[config.mk]
export PLATFORM = sky130hd
export DESIGN_NAME = fprint_pio_release_ctrl
export DESIGN_NICKNAME = d
export VERILOG_FILES = /design/src/rtl/fprint_pio_release_ctrl.sv
export SDC_FILE = /design/constraint.sdc
export NUM_CORES = 1
export LEC_CHECK = 0
export BUFFER_PORTS_ARGS = -buffer_cell sky130_fd_sc_hd__buf_2
export CAP_MARGIN = 40
export CORE_ASPECT_RATIO = 0.8
export CORE_MARGIN = 2
export CORE_UTILIZATION = 48
export DETAILED_ROUTE_END_ITERATION = 8
export GPL_TIMING_DRIVEN = 1
export PLACE_DENSITY = 0.72
export SLEW_MARGIN = 20
export SYNTH_ARGS = -nofsm -noshare
export SYNTH_HDL_FRONTEND = slang
export SYNTH_SLANG_ARGS = --single-unit
[constraint.sdc]
create_clock -name clk -period 5.25 [get_ports clk]
set_input_delay 0.2625 -clock clk [delete_from_list [all_inputs] [get_ports clk]]
set_output_delay 0.2625 -clock clk [all_outputs]
set_load 0.05 [all_outputs]
[src/rtl/fprint_pio_release_ctrl.sv]
// Holds each redundant core's PIO write until the comparator releases the task key.
// Output regs update one cycle after the deciding input; cX_waitrequest is high while that core's slot is full.
module fprint_pio_release_ctrl #(
  parameter int DATA_W  = 4,
  parameter int TASK_W  = 4,
  parameter int TIMEOUT = 1024
) (
  input  logic              clk,
  input  logic              reset,
  input  logic              c0_write,
  input  logic [TASK_W-1:0] c0_task,
  input  logic [DATA_W-1:0] c0_data,
  output logic              c0_waitrequest,
  input  logic              c1_write,
  input  logic [TASK_W-1:0] c1_task,
  input  logic [DATA_W-1:0] c1_data,
  output logic              c1_waitrequest,
  input  logic              release_valid,
  input  logic [TASK_W-1:0] release_key,
  input  logic              release_ok,
  output logic [DATA_W-1:0] pio_out,
  output logic              pio_update,
  output logic              fault,
  output logic [2:0]        fault_code,
  output logic              busy
);

  localparam int TMR_W = $clog2(TIMEOUT);
  // Expiry is flagged one count early so the fault lands TIMEOUT cycles after the first write.
  localparam logic [TMR_W-1:0] TMR_EXP = TMR_W'(TIMEOUT - 2);
  localparam logic [TMR_W-1:0] TMR_MAX = TMR_W'(TIMEOUT - 1);

  localparam logic [2:0] FC_DATA    = 3'd1;
  localparam logic [2:0] FC_FP      = 3'd2;
  localparam logic [2:0] FC_TIMEOUT = 3'd3;
  localparam logic [2:0] FC_STRAY   = 3'd4;
  localparam logic [2:0] FC_TASK    = 3'd5;

  typedef enum logic [1:0] {S_IDLE, S_CAPTURE, S_ARMED} state_t;

  state_t            r_state;
  logic              r_s0_full;
  logic [TASK_W-1:0] r_s0_task;
  logic [DATA_W-1:0] r_s0_data;
  logic              r_s1_full;
  logic [TASK_W-1:0] r_s1_task;
  logic [DATA_W-1:0] r_s1_data;
  logic [TMR_W-1:0]  r_timer;
  logic              r_rel_seen;
  logic              r_rel_ok;
  logic [DATA_W-1:0] r_pio_out;
  logic              r_pio_update;
  logic              r_fault;
  logic [2:0]        r_fault_code;

  logic [TASK_W-1:0] w_held_task;
  logic [DATA_W-1:0] w_held_data;
  logic              w_in_write;
  logic [TASK_W-1:0] w_in_task;
  logic [DATA_W-1:0] w_in_data;
  logic              w_key_hit;
  logic              w_key_miss;
  logic              w_expire;
  logic [TMR_W-1:0]  w_timer_inc;
  logic              w_arm_done;
  logic              w_arm_ok;
  logic              w_both_write;

  assign c0_waitrequest = r_s0_full;
  assign c1_waitrequest = r_s1_full;
  assign busy           = (r_state != S_IDLE);
  assign pio_out        = r_pio_out;
  assign pio_update     = r_pio_update;
  assign fault          = r_fault;
  assign fault_code     = r_fault_code;

  // In CAPTURE exactly one slot is full; the other core supplies the second write.
  assign w_held_task  = r_s0_full ? r_s0_task : r_s1_task;
  assign w_held_data  = r_s0_full ? r_s0_data : r_s1_data;
  assign w_in_write   = r_s0_full ? c1_write  : c0_write;
  assign w_in_task    = r_s0_full ? c1_task   : c0_task;
  assign w_in_data    = r_s0_full ? c1_data   : c0_data;

  assign w_key_hit    = release_valid && (release_key == w_held_task);
  assign w_key_miss   = release_valid && (release_key != w_held_task);
  assign w_expire     = (r_timer >= TMR_EXP);
  assign w_timer_inc  = (r_timer == TMR_MAX) ? r_timer : r_timer + 1'b1;
  // A release latched during CAPTURE acts as if it arrived in the first ARMED cycle; a live one wins.
  assign w_arm_done   = w_key_hit || r_rel_seen;
  assign w_arm_ok     = w_key_hit ? release_ok : r_rel_ok;
  assign w_both_write = c0_write && c1_write;

  always_ff @(posedge clk) begin
    if (reset) begin
      r_state      <= S_IDLE;
      r_s0_full    <= 1'b0;
      r_s0_task    <= '0;
      r_s0_data    <= '0;
      r_s1_full    <= 1'b0;
      r_s1_task    <= '0;
      r_s1_data    <= '0;
      r_timer      <= '0;
      r_rel_seen   <= 1'b0;
      r_rel_ok     <= 1'b0;
      r_pio_out    <= '0;
      r_pio_update <= 1'b0;
      r_fault      <= 1'b0;
      r_fault_code <= 3'd0;
    end else begin
      r_pio_update <= 1'b0;
      r_fault      <= 1'b0;
      unique case (r_state)
        S_IDLE: begin
          r_timer    <= '0;
          r_rel_seen <= 1'b0;
          r_rel_ok   <= 1'b0;
          r_s0_task  <= c0_task;
          r_s0_data  <= c0_data;
          r_s1_task  <= c1_task;
          r_s1_data  <= c1_data;
          if (w_both_write && (c0_task != c1_task)) begin
            r_fault      <= 1'b1;
            r_fault_code <= FC_TASK;
          end else if (w_both_write && (c0_data != c1_data)) begin
            r_fault      <= 1'b1;
            r_fault_code <= FC_DATA;
          end else begin
            if (release_valid) begin
              r_fault      <= 1'b1;
              r_fault_code <= FC_STRAY;
            end
            r_s0_full <= c0_write;
            r_s1_full <= c1_write;
            if (w_both_write) begin
              r_state <= S_ARMED;
            end else if (c0_write || c1_write) begin
              r_state <= S_CAPTURE;
            end
          end
        end

        S_CAPTURE: begin
          if (w_in_write && (w_in_task != w_held_task)) begin
            r_fault      <= 1'b1;
            r_fault_code <= FC_TASK;
            r_s0_full    <= 1'b0;
            r_s1_full    <= 1'b0;
            r_rel_seen   <= 1'b0;
            r_state      <= S_IDLE;
          end else if (w_in_write && (w_in_data != w_held_data)) begin
            r_fault      <= 1'b1;
            r_fault_code <= FC_DATA;
            r_s0_full    <= 1'b0;
            r_s1_full    <= 1'b0;
            r_rel_seen   <= 1'b0;
            r_state      <= S_IDLE;
          end else if (w_expire) begin
            r_fault      <= 1'b1;
            r_fault_code <= FC_TIMEOUT;
            r_s0_full    <= 1'b0;
            r_s1_full    <= 1'b0;
            r_rel_seen   <= 1'b0;
            r_state      <= S_IDLE;
          end else begin
            r_timer <= w_timer_inc;
            if (w_in_write) begin
              r_s0_full <= 1'b1;
              r_s1_full <= 1'b1;
              r_state   <= S_ARMED;
              if (r_s0_full) begin
                r_s1_task <= c1_task;
                r_s1_data <= c1_data;
              end else begin
                r_s0_task <= c0_task;
                r_s0_data <= c0_data;
              end
            end
            if (w_key_hit) begin
              r_rel_seen <= 1'b1;
              r_rel_ok   <= release_ok;
            end else if (release_valid) begin
              r_fault      <= 1'b1;
              r_fault_code <= FC_STRAY;
            end
          end
        end

        S_ARMED: begin
          if (w_arm_done && w_arm_ok) begin
            r_pio_out    <= r_s0_data;
            r_pio_update <= 1'b1;
            r_s0_full    <= 1'b0;
            r_s1_full    <= 1'b0;
            r_rel_seen   <= 1'b0;
            r_state      <= S_IDLE;
            if (w_key_miss) begin
              r_fault      <= 1'b1;
              r_fault_code <= FC_STRAY;
            end
          end else if (w_arm_done) begin
            r_fault      <= 1'b1;
            r_fault_code <= FC_FP;
            r_s0_full    <= 1'b0;
            r_s1_full    <= 1'b0;
            r_rel_seen   <= 1'b0;
            r_state      <= S_IDLE;
          end else if (w_expire) begin
            r_fault      <= 1'b1;
            r_fault_code <= FC_TIMEOUT;
            r_s0_full    <= 1'b0;
            r_s1_full    <= 1'b0;
            r_rel_seen   <= 1'b0;
            r_state      <= S_IDLE;
          end else begin
            r_timer <= w_timer_inc;
            if (release_valid) begin
              r_fault      <= 1'b1;
              r_fault_code <= FC_STRAY;
            end
          end
        end

        default: begin
          r_s0_full  <= 1'b0;
          r_s1_full  <= 1'b0;
          r_rel_seen <= 1'b0;
          r_state    <= S_IDLE;
        end
      endcase
    end
  end

endmodule

---- After elaboration in Yosys (flattened, before gate mapping) ----
Cells that the tools add are included.
W data, S select, Z words.
cells by class
  add/subtract/negate cells ............... 1
  order comparisons ....................... 1
  equal/unequal tests ..................... 25
  multiplexer cells ....................... 96
  bitwise logic cells ..................... 1
  reductions and logical operators ........ 24
operators with widths
  operator                 number
  $mux W4                  24
  $mux W10                 6
  $mux W3                  11
  $mux W1                  32
  $pmux W4 S2              4
  $pmux W10 S3             1
  $mux W2                  11
  $ne A2 B2 Y1 const B     10
  $ne A4 B4 Y1             5
  $ne A5 B5 Y1 const B     3
  $reduce_and A6 Y1        2
  $add A10 B1 Y10 const B  1
  $eq A10 B10 Y1 const B   1
  $ge A10 B10 Y1 const B   1
  $reduce_and A5 Y1        2
  $pmux W1 S3              3
  $pmux W3 S3              1
  $logic_and A1 B1 Y1      8
  $reduce_and A4 Y1        2
  $ne A3 B3 Y1 const B     2
  $pmux W2 S3              1
  $eq A4 B4 Y1             1
  $ne A4 B4 Y1 const B     1
  $pmux W1 S2              2
  10 further kinds         13
word-level totals
  register bits after elaboration ......... 41
  output and inout port bits .............. 12
  word-level logic and storage cells ...... 162

---- Depth between registers and ports, before layout ----
Gate-level depths: netlist (run 1).
  depth after elaboration ................. 8
  gate-level depth with buffers ........... 11
  depth with buffers taken out ............ 9

---- Least setup slack after synthesis (run 1) ----
Ideal clock, no wire load.
  path kind ............................... register to register
  from .................................... reg r_s0_full, in the netlist c0_waitrequest
  to ...................................... reg r_timer[7]
  setup time .............................. 0.087 ns
  arrival ................................. 2.428 ns
  required time ........................... 5.163 ns
  slack ................................... 2.735 ns
  stages on the path, launching flop included .. 9
  path buffers ............................ 1
  period minus slack after synthesis ...... 2.515 ns
  cells stage by stage .................... dfxtp_1 buf_6 mux2i_1 xor2_1 and4_1 a21o_1 a211o_1 or4_1 o31ai_1
on the way
  word-level cells in the longest chain between the ends .. 7
ends and longest elaborated chain
  element                                        line  source
  start, declared                                42    logic r_s0_full;
  start signal, assigned                         132   r_s0_full <= c0_write;
  $mux W4                                        78    assign w_held_task = r_s0_full ? r_s0_task : r_s1_task;
  $eq A4 B4 Y1                                   84    assign w_key_hit = release_valid && (release_key == w_held_task);
  $logic_and A1 B1 Y1                            84
  $mux W1 or $logic_or A1 B1 Y1 (tied branches)  --
  $logic_and A1 B1 Y1                            189   if (w_arm_done && w_arm_ok) begin
  $ne A2 B2 Y1 (no line)                         --
  $reduce_and A5 Y1 (no line) *                  --
  end signal, assigned                           165   r_timer <= w_timer_inc;
  end signal, assigned                           215   r_timer <= w_timer_inc;
  end, declared                                  48    logic [TMR_W-1:0] r_timer;
Every way passes the cells marked *; elsewhere a longest branch is shown, timed or not.
A chain may end at the register's enable or synchronous reset.

---- Worst setup path in the final report (run 1) ----
  from .................................... reg r_s0_full, in the netlist c0_waitrequest
  to ...................................... reg r_s1_task[0]
on the way
  word-level cells in the longest chain between the ends .. 5
ends and longest elaborated chain
  element                                        line      source
  $mux W4, on equally long branches              --
  $ne A4 B4 Y1, on equally long branches         150, 143
  $logic_and A1 B1 Y1, on equally long branches  150, 143
  $ne A2 B2 Y1 (no line)                         --
  $reduce_and A6 Y1 (no line) *                  --
  end signal, assigned                           119       r_s1_task <= c1_task;
  end signal, assigned                           171       r_s1_task <= c1_task;
  end, declared                                  46        logic [TASK_W-1:0] r_s1_task;
Marks and branches as above.

==> results.md, run 1 <==
- Netlist Area Pre-Place: 0.00243 mm^2
- Area of the die: 0.00566 mm^2
- Leading cell types by total area after synthesis: sky130_fd_sc_hd__dfxtp_1 34%, sky130_fd_sc_hd__mux2i_1 10%, sky130_fd_sc_hd__xnor2_1 5.8%
- Clock tree from TritonCTS: done
- Antenna diode count: 0
- EDFF count, synth: 0
- Power share of the combinational group: 50.6%
- Final number of setup-violating endpoints: 0
- DP Wirelength: 4370 um
- Fill cells: 452
- Status: completed
- Proportion of layout cells with a drive suffix above 1: 16.8%
- Delay of the slowest cell on the worst path: 0.56 ns
- Number of cells on the worst reg-to-reg path: 7
- WHS Path Cells: 3
- Peak supply drop: 236 uV
- Pwr/cell area: 519 mW/mm^2
- Total count of hold-check failures in the final report: 0
- Seq/Total Area, Yosys: 33.7%
- Initial antenna violation count: 0
- Worst Skew: 0.0119 ns
- FF/Latch Area: 821 um^2
- Total of max-cap violations: 0
- Overall Global Routing Usage: 21.3%
- Number of sinks handled by clock tree synthesis: 41
- Endpoint class of the critical path: register
- Achievable frequency: 384 MHz
- Warnings from Yosys: 0
- Die extent in y: 67.7 um
- Number of nets in the synthesized netlist: 313
- Net switching share of the total power: 43.8%
- Setup repair after global routing missed its margin: false
- Register-to-register setup slack: 2.65 ns
- Clk network pwr share: 18.8%
- Core area: 0.00495 mm^2
- Proportion of netlist area held by the largest area contributor: 33.7%
- Pin count of the biggest net entering global routing: 43
- Worst min-delay path category: in2reg
- Max-slew violation count: 0
- Number of design rule violations left after detail routing: 0
- Worst slew margin relative to its limit: 50.2%
- Synth unique cells: 50
- Hold-fix buffers at CTS: 0
- Reg2Reg Launch Point: c0_waitrequest$_SDFFE_PP0P_
- Via density per instance: 5.82
- Internal Dissipation: 807 uW
- Required time at the worst-slack endpoint: 5.41 ns
- Area of combinational cells with multiple inputs: 0.00151 mm^2
- Total Neg Setup Slack: 0 ns
- Startpoint types: register
- Flops & latches, synth: 41
- CP Cell Sequence: nand2b_2 -> a41oi_1 -> nor4_4 -> nand3_2 -> o21ai_4 -> mux2i_1 -> nor2_1
- Post-CTS resize count: 0
- Actual transition at the worst max-transition pin: 0.747 ns
- Max H-tree Level: 2
- Via count of the first global-routing pass: 1934
- Effective utilization at floorplan: 49.1%
- Class of the most critical setup path: reg2reg
- Drt total wl: 5850 um
- Area growth syn-to-layout: 13.7%
- Final worst path period share: 49.6%
- End point of the most critical hold path: r_s0_data[3]$_SDFFE_PP0P_
- Clock latency reported for the late side of the worst-skew pair: 0.30 ns
- Inserted Clock Buffers: 5
- Proportion of synthesized flip-flops having asynchronous set or reset: 0%
- CTS clock-pin slew for the worst setup and hold paths: 0.08 ns
- Total congestion overflow: 0
- Cell count after synthesis: 281
- Data arrival time of the critical path: 2.77 ns
- Count of input and output buffers: 37
- Violation count after the first detailed-route iteration: 207
- Number of setup buffers added after CTS: 0
- Chip width: 83.6 um
- Final Core Density: 55.9%
- Minimum clock period after layout: 2.60 ns
- Routed len/inst: 15.5 um
- Net switching power: 629 uW
- Count of standard-cell rows: 23
- Startpoint of the most critical hold path: c0_data[3]
- Wire length of the first global-routing pass: 9630 um
- Static leakage: 1.14 nW
- I/O pins: 38
- Largest buffer count on any clock path: 2
- Clock root buffer: sky130_fd_sc_hd__clkbuf_8
- Detailed-route via count: 2193
- Library cell with the largest summed area after synthesis: sky130_fd_sc_hd__dfxtp_1
- Router iterations before antenna repair: 5
- Weighted congestion at the end of routability-driven global placement: 0.939
- Leading cell types by count after synthesis: 41 x sky130_fd_sc_hd__dfxtp_1, 36 x sky130_fd_sc_hd__nor2_1, 25 x sky130_fd_sc_hd__mux2i_1
- Endpoint of the lowest-slack register-to-register path: r_s1_task[0]$_SDFFE_PP0P_
- Final #Nets: 346
- Ys flop type: sky130_fd_sc_hd__dfxtp_1
- Slowest cell on the critical path: sky130_fd_sc_hd__dfxtp_1
- Total design power: 1.44 mW
- Top-count cell post-synth: sky130_fd_sc_hd__dfxtp_1
- Part of the total power dissipated in sequential elements: 30.7%
- Syn Area/Cell: 8.66 um^2
- Critical path fanouts, max: 9
- Number of nets with antenna violations after routing: 0
[worst max-delay path: cells and delay by family, from the launching register on]
kind	cells	cell delay, ns
muxes	1	0.25
AOI/OAI and AO/OA	2	0.55
and+or+nand+nor	4	1.11
DFF	1	0.56
[layout by cell type, fill, tap and decap left out, drive strengths merged, types with 2 or more instances in the layout]
master	count
xnor2	16
a311oi	4
o31ai	5
dfxtp	41
nand2	14
o21a	3
and2	2
nor4	3
a211o	2
clkbuf	6
or4	3
nand2b	2
nor2	36
nor2b	2
mux2i	25
a21oi	13
xor2	12
nor3	5
a41oi	5
o21ai	15
o311a	2
ha	6
or3	7
o211ai	3
a21o	2
o221ai	2
nand3	10
buf	37
inv	14
nand4	4
[worst max-delay path by stage]
stage          cells after the start  slack (ns)                   endpoint                   startpoint
2_1_floorplan                      8        2.73    r_timer[7]$_SDFFE_PP0P_  c0_waitrequest$_SDFFE_PP0P_
3_3_place_gp                       7        2.68  r_s1_task[2]$_SDFFE_PP0P_  c0_waitrequest$_SDFFE_PP0P_
3_5_place_dp                       7        2.64  r_s1_task[0]$_SDFFE_PP0P_  c0_waitrequest$_SDFFE_PP0P_
4_1_cts                            7        2.64  r_s1_task[0]$_SDFFE_PP0P_  c0_waitrequest$_SDFFE_PP0P_
5_1_grt                            7        2.48  r_s1_task[1]$_SDFFE_PP0P_  c0_waitrequest$_SDFFE_PP0P_
6_report                           7        2.65  r_s1_task[0]$_SDFFE_PP0P_  c0_waitrequest$_SDFFE_PP0P_
[logic make-up (layout without fill, tap and decap cells)]
kind of cell / Yosys count / after routing / synth area share [%]
buffers and inverters: 26 / 60 / 4.37
multiplexers: 25 / 25 / 10.3
flip-flops: 41 / 41 / 33.7
AND/OR/NAND/NOR: 90 / 90 / 18.5
XOR/XNOR: 28 / 28 / 10.1
AO/OA/AOI/OAI: 65 / 65 / 19.9
adder cells (fa/ha/maj): 6 / 6 / 3.09
[final cells by class]
class,count,share of cell area (%)
Clock buffer,6,2.99
Sequential cell,41,29.7
Multi-Input combinational cell,214,54.4
Clock inverter,2,1.36
Timing Repair Buffer,37,6.70
Tap cell,62,2.81
Inverter,15,2.04
[per-layer routing]
layer | track usage (%) | vias to the layer above | wire [um]
met3 | 4.16 | 9 | 314
met2 | 33.2 | 68 | 2610
met5 | 0 | - | 0
met1 | 30.2 | 1035 | 2850
met4 | 6.05 | 0 | 74
li1 | - | 1081 | -
[registers in the layout (all words and copies together) (netlist names)]
name            flops
c1_waitrequest      1
r_s0_data           4
fault_code          3
r_s1_task           4
c0_waitrequest      1
r_timer            10
r_rel_seen          1
pio_out             4
r_state             2
r_s1_data           4
fault               1
pio_update          1
r_s0_task           4
r_rel_ok            1
[power by group through the flow]
stage                     registers (mW)  clock network, mW  logic (mW)
after floorplan                    0.486                  0       0.530
after global placement             0.443                  0       0.713
after detailed placement           0.446                  0       0.718
after CTS                          0.439              0.273       0.723
after global routing               0.448              0.287       0.790
final                              0.440              0.269       0.726
[stage by stage]
| step | cell area (um^2) | std cells | hold WS, ns | setup slack (ns) |
|---|---|---|---|---|
| 6_report | 2770 | 377 | 0.252 | 2.65 |
| 5_1_grt | 2770 | 377 | 0.253 | 2.48 |
| 4_1_cts | 2770 | 377 | 0.251 | 2.64 |
| 3_5_place_dp | 2650 | 369 | 0.470 | 2.64 |
| 3_3_place_gp | 2650 | 369 | 0.464 | 2.68 |
| 2_1_floorplan | 2430 | 281 | 0.410 | 2.73 |
Power figures use the tool's default switching activity.
==> run 2, diff against run 1 <==
==> constraint.sdc (replaced) <==
create_clock -name clk -period 2.4 [get_ports clk]
set_input_delay 0.12 -clock clk [delete_from_list [all_inputs] [get_ports clk]]
set_output_delay 0.12 -clock clk [all_outputs]
set_load 0.05 [all_outputs]
==> run 2 against run 1 <==
  * Critical path depth stayed put
  * Utilization rose by 2.8 points
  * Register-to-register slack lost 2.5 ns
  * Global-route usage fell by 0.33 points
  * Combinational power increased by 140%
  * Maximum frequency increased by 14%
  * Largest power group unchanged
==> results.md, run 2 (synthesized netlist as in run 1, its figures left out) <==
- Status: completed (unchanged)
- Final Core Density: 58.7% (was 55.9%)
- Slowest cell on the critical path: sky130_fd_sc_hd__o21ai_4 (was sky130_fd_sc_hd__dfxtp_1)
- Largest buffer count on any clock path: 2 (unchanged)
- Number of design rule violations left after detail routing: 0 (unchanged)
- Actual transition at the worst max-transition pin: 0.768 ns (was 0.747 ns)
- Area of the die: 0.00566 mm^2 (unchanged)
- Via density per instance: 5.72 (was 5.82)
- Class of the most critical setup path: reg2reg (unchanged)
- Overall Global Routing Usage: 21.0% (was 21.3%)
- Clock root buffer: sky130_fd_sc_hd__clkbuf_8 (unchanged)
- Required time at the worst-slack endpoint: 2.55 ns (was 5.41 ns)
- Core area: 0.00495 mm^2 (unchanged)
- Count of standard-cell rows: 23 (unchanged)
- Critical path fanouts, max: 8 (was 9)
- Fill cells: 467 (was 452)
- Delay of the slowest cell on the worst path: 0.43 ns (was 0.56 ns)
- Achievable frequency: 438 MHz (was 384 MHz)
- Reg2Reg Launch Point: r_s1_task[0]$_SDFFE_PP0P_ (was c0_waitrequest$_SDFFE_PP0P_)
- Register-to-register setup slack: 0.12 ns (was 2.65 ns)
- Peak supply drop: 565 uV (was 236 uV)
- Weighted congestion at the end of routability-driven global placement: 0.928 (was 0.939)
- Total Neg Setup Slack: 0 ns (unchanged)
- Detailed-route via count: 2220 (was 2193)
- Leading cell type in the layout, fill and taps excluded: sky130_fd_sc_hd__dfxtp_1 (unchanged)
- Total buffers and inverters traversed by the critical path: 0 (unchanged)
- Total count of hold-check failures in the final report: 0 (unchanged)
- Drt total wl: 5860 um (was 5850 um)
- DP Worst Slack: 0.0988 ns (was 2.64 ns)
- Endpoint of the worst setup timing path: r_s0_task[3]$_SDFFE_PP0P_ (was r_s1_task[0]$_SDFFE_PP0P_)
- Initial antenna violation count: 0 (unchanged)
- Total of max-cap violations: 0 (unchanged)
- Stages on worst setup path: 7 (unchanged)
- CP Cell Sequence: xnor2_1 -> a41oi_2 -> nor4_4 -> nand3_2 -> o21ai_4 -> mux2i_1 -> nor2_1 (was nand2b_2 -> a41oi_1 -> nor4_4 -> nand3_2 -> o21ai_4 -> mux2i_1 -> nor2_1)
- Endpoint class of the critical path: register (unchanged)
- Static leakage: 1.21 nW (was 1.14 nW)
- Effective utilization at floorplan: 49.1% (unchanged)
- Inserted Clock Buffers: 5 (unchanged)
- Launching element of the worst setup path: r_s1_task[0]$_SDFFE_PP0P_ (was c0_waitrequest$_SDFFE_PP0P_)
- Count of input and output buffers: 37 (unchanged)
- Pin count of the biggest net entering global routing: 43 (unchanged)
- Final #Nets: 357 (was 346)
- Wire length of the first global-routing pass: 9540 um (was 9630 um)
- Flip-flop count of the largest register after layout: 10 (unchanged)
- FF/Latch Area: 825 um^2 (was 821 um^2)
- Violation count after the first detailed-route iteration: 171 (was 207)
- Worst min-delay path category: in2reg (unchanged)
- Commonest cells after routing, fill and taps aside: 40 x sky130_fd_sc_hd__dfxtp_1, 37 x sky130_fd_sc_hd__buf_2, 36 x sky130_fd_sc_hd__nor2_1, 25 x sky130_fd_sc_hd__mux2i_1 (was 41 x sky130_fd_sc_hd__dfxtp_1, 37 x sky130_fd_sc_hd__buf_2, 36 x sky130_fd_sc_hd__nor2_1, 25 x sky130_fd_sc_hd__mux2i_1, 16 x sky130_fd_sc_hd__xnor2_1)
- Worst Skew: 0.00929 ns (was 0.0119 ns)
- Number of nets with antenna violations after routing: 0 (unchanged)
- Startpoint types: register (unchanged)
- Largest Register: r_timer (unchanged)
- I/O pins: 38 (unchanged)
- Gate family responsible for the most delay along the worst path: simple AND/OR/NAND/NOR gates (unchanged)
- Clock latency reported for the late side of the worst-skew pair: 0.29 ns (was 0.30 ns)
- Chip width: 83.6 um (unchanged)
- Area growth syn-to-layout: 19.4% (was 13.7%)
- Minimum clock period after layout: 2.28 ns (was 2.60 ns)
- CTS clock-pin slew for the worst setup and hold paths: 0.08 ns (about the same)
- Final worst path period share: 95.2% (was 49.6%)
- Final number of setup-violating endpoints: 0 (unchanged)
- Via count of the first global-routing pass: 2018 (was 1934)
- Total design power: 3.36 mW (was 1.44 mW)
- Clock tree from TritonCTS: done (unchanged)
- DP Wirelength: 4310 um (was 4370 um)
- Die extent in y: 67.7 um (unchanged)
- Minimum setup slack in the final design: 0.116 ns (was 2.65 ns)
- Number of sinks handled by clock tree synthesis: 41 (unchanged)
- Area of combinational cells with multiple inputs: 0.00154 mm^2 (was 0.00151 mm^2)
- Endpoint of the lowest-slack register-to-register path: r_s0_task[3]$_SDFFE_PP0P_ (was r_s1_task[0]$_SDFFE_PP0P_)
- Routed len/inst: 15.1 um (was 15.5 um)
- Max-slew violation count: 0 (unchanged)
- Router iterations before antenna repair: 4 (was 5)
- Worst slew margin relative to its limit: 48.8% (was 50.2%)
- Data arrival time of the critical path: 2.44 ns (was 2.77 ns)
- Pwr/cell area: 1160 mW/mm^2 (was 519 mW/mm^2)
- Max H-tree Level: 2 (unchanged)
- Hold-fix buffers at CTS: 0 (unchanged)
- Proportion of layout cells with a drive suffix above 1: 21.5% (was 16.8%)
- Antenna diode count: 0 (unchanged)
- Total congestion overflow: 0 (unchanged)
- Number of cells on the worst reg-to-reg path: 7 (unchanged)
## run 2: cell types whose count changed in the layout (fill, tap and decap cells not counted), moves of 2 or more
cell,change
sky130_fd_sc_hd__xnor2_2,+2
sky130_fd_sc_hd__buf_4,+11
sky130_fd_sc_hd__a41oi_2,+2
sky130_fd_sc_hd__xnor2_1,-2
sky130_fd_sc_hd__a41oi_1,-2
## run 2: tightest hold or removal path, stage by stage
cell and delay [ns]:
sky130_fd_sc_hd__buf_2 0.11, sky130_fd_sc_hd__mux2i_1 0.07, sky130_fd_sc_hd__nor2_1 0.07
## run 2: how the worst min path moves through the flow
stage	from	slack, ns	cells past startpoint	to
6_report	c0_task[0]	0.11	3	r_s0_task[0]$_SDFFE_PP0P_
5_1_grt	c0_task[0]	0.13	3	r_s0_task[0]$_SDFFE_PP0P_
4_1_cts	c0_task[0]	0.12	3	r_s0_task[0]$_SDFFE_PP0P_
3_5_place_dp	c0_data[0]	0.42	3	r_s0_data[0]$_SDFFE_PP0P_
3_3_place_gp	c0_data[1]	0.41	3	r_s0_data[1]$_SDFFE_PP0P_
2_1_floorplan	c0_data[0]	0.27	2	r_s0_data[0]$_SDFFE_PP0P_
## run 2: timing repair
action / CTS / global route
setup buffers: 0 / 1
resized for setup: 0 / 7
setup endpoints to repair: 0 / 24
## run 2: final cells by class
cell class / count / area share [%]
sequential: 41 / 28.4
clock inverter: 3 / 2.24
multi-input combinational: 214 / 53.2
tap: 62 / 2.67
inverter: 15 / 1.94
timing repair buffer: 48 / 9.22
clock buffer: 5 / 2.37
## run 2: per-stage QoR
step,std cells,hold WS [ns],instance area [um^2]
2_1_floorplan,281,0.267,2430
3_3_place_gp,379,0.413,2720
3_5_place_dp,379,0.423,2720
4_1_cts,387,0.115,2860
5_1_grt,388,0.126,2900
6_report,388,0.114,2900
## run 2: power breakdown
| group | switching (mW) | internal [mW] | leakage (nW) | total (mW) |
|---|---|---|---|---|
| Clock | 0.244 | 0.413 | 0.0681 | 0.658 |
| Combinational | 1.03 | 0.704 | 0.807 | 1.74 |
| Sequential | 0.137 | 0.830 | 0.336 | 0.967 |
## run 2: layer usage
layer	up-vias	share of wire (%)	global-route usage [%]
li1	1102	-	-
met1	1048	49	30.5
met2	62	44	32.0
met3	8	5.9	3.91
met4	0	1.2	5.44
met5	-	0	0
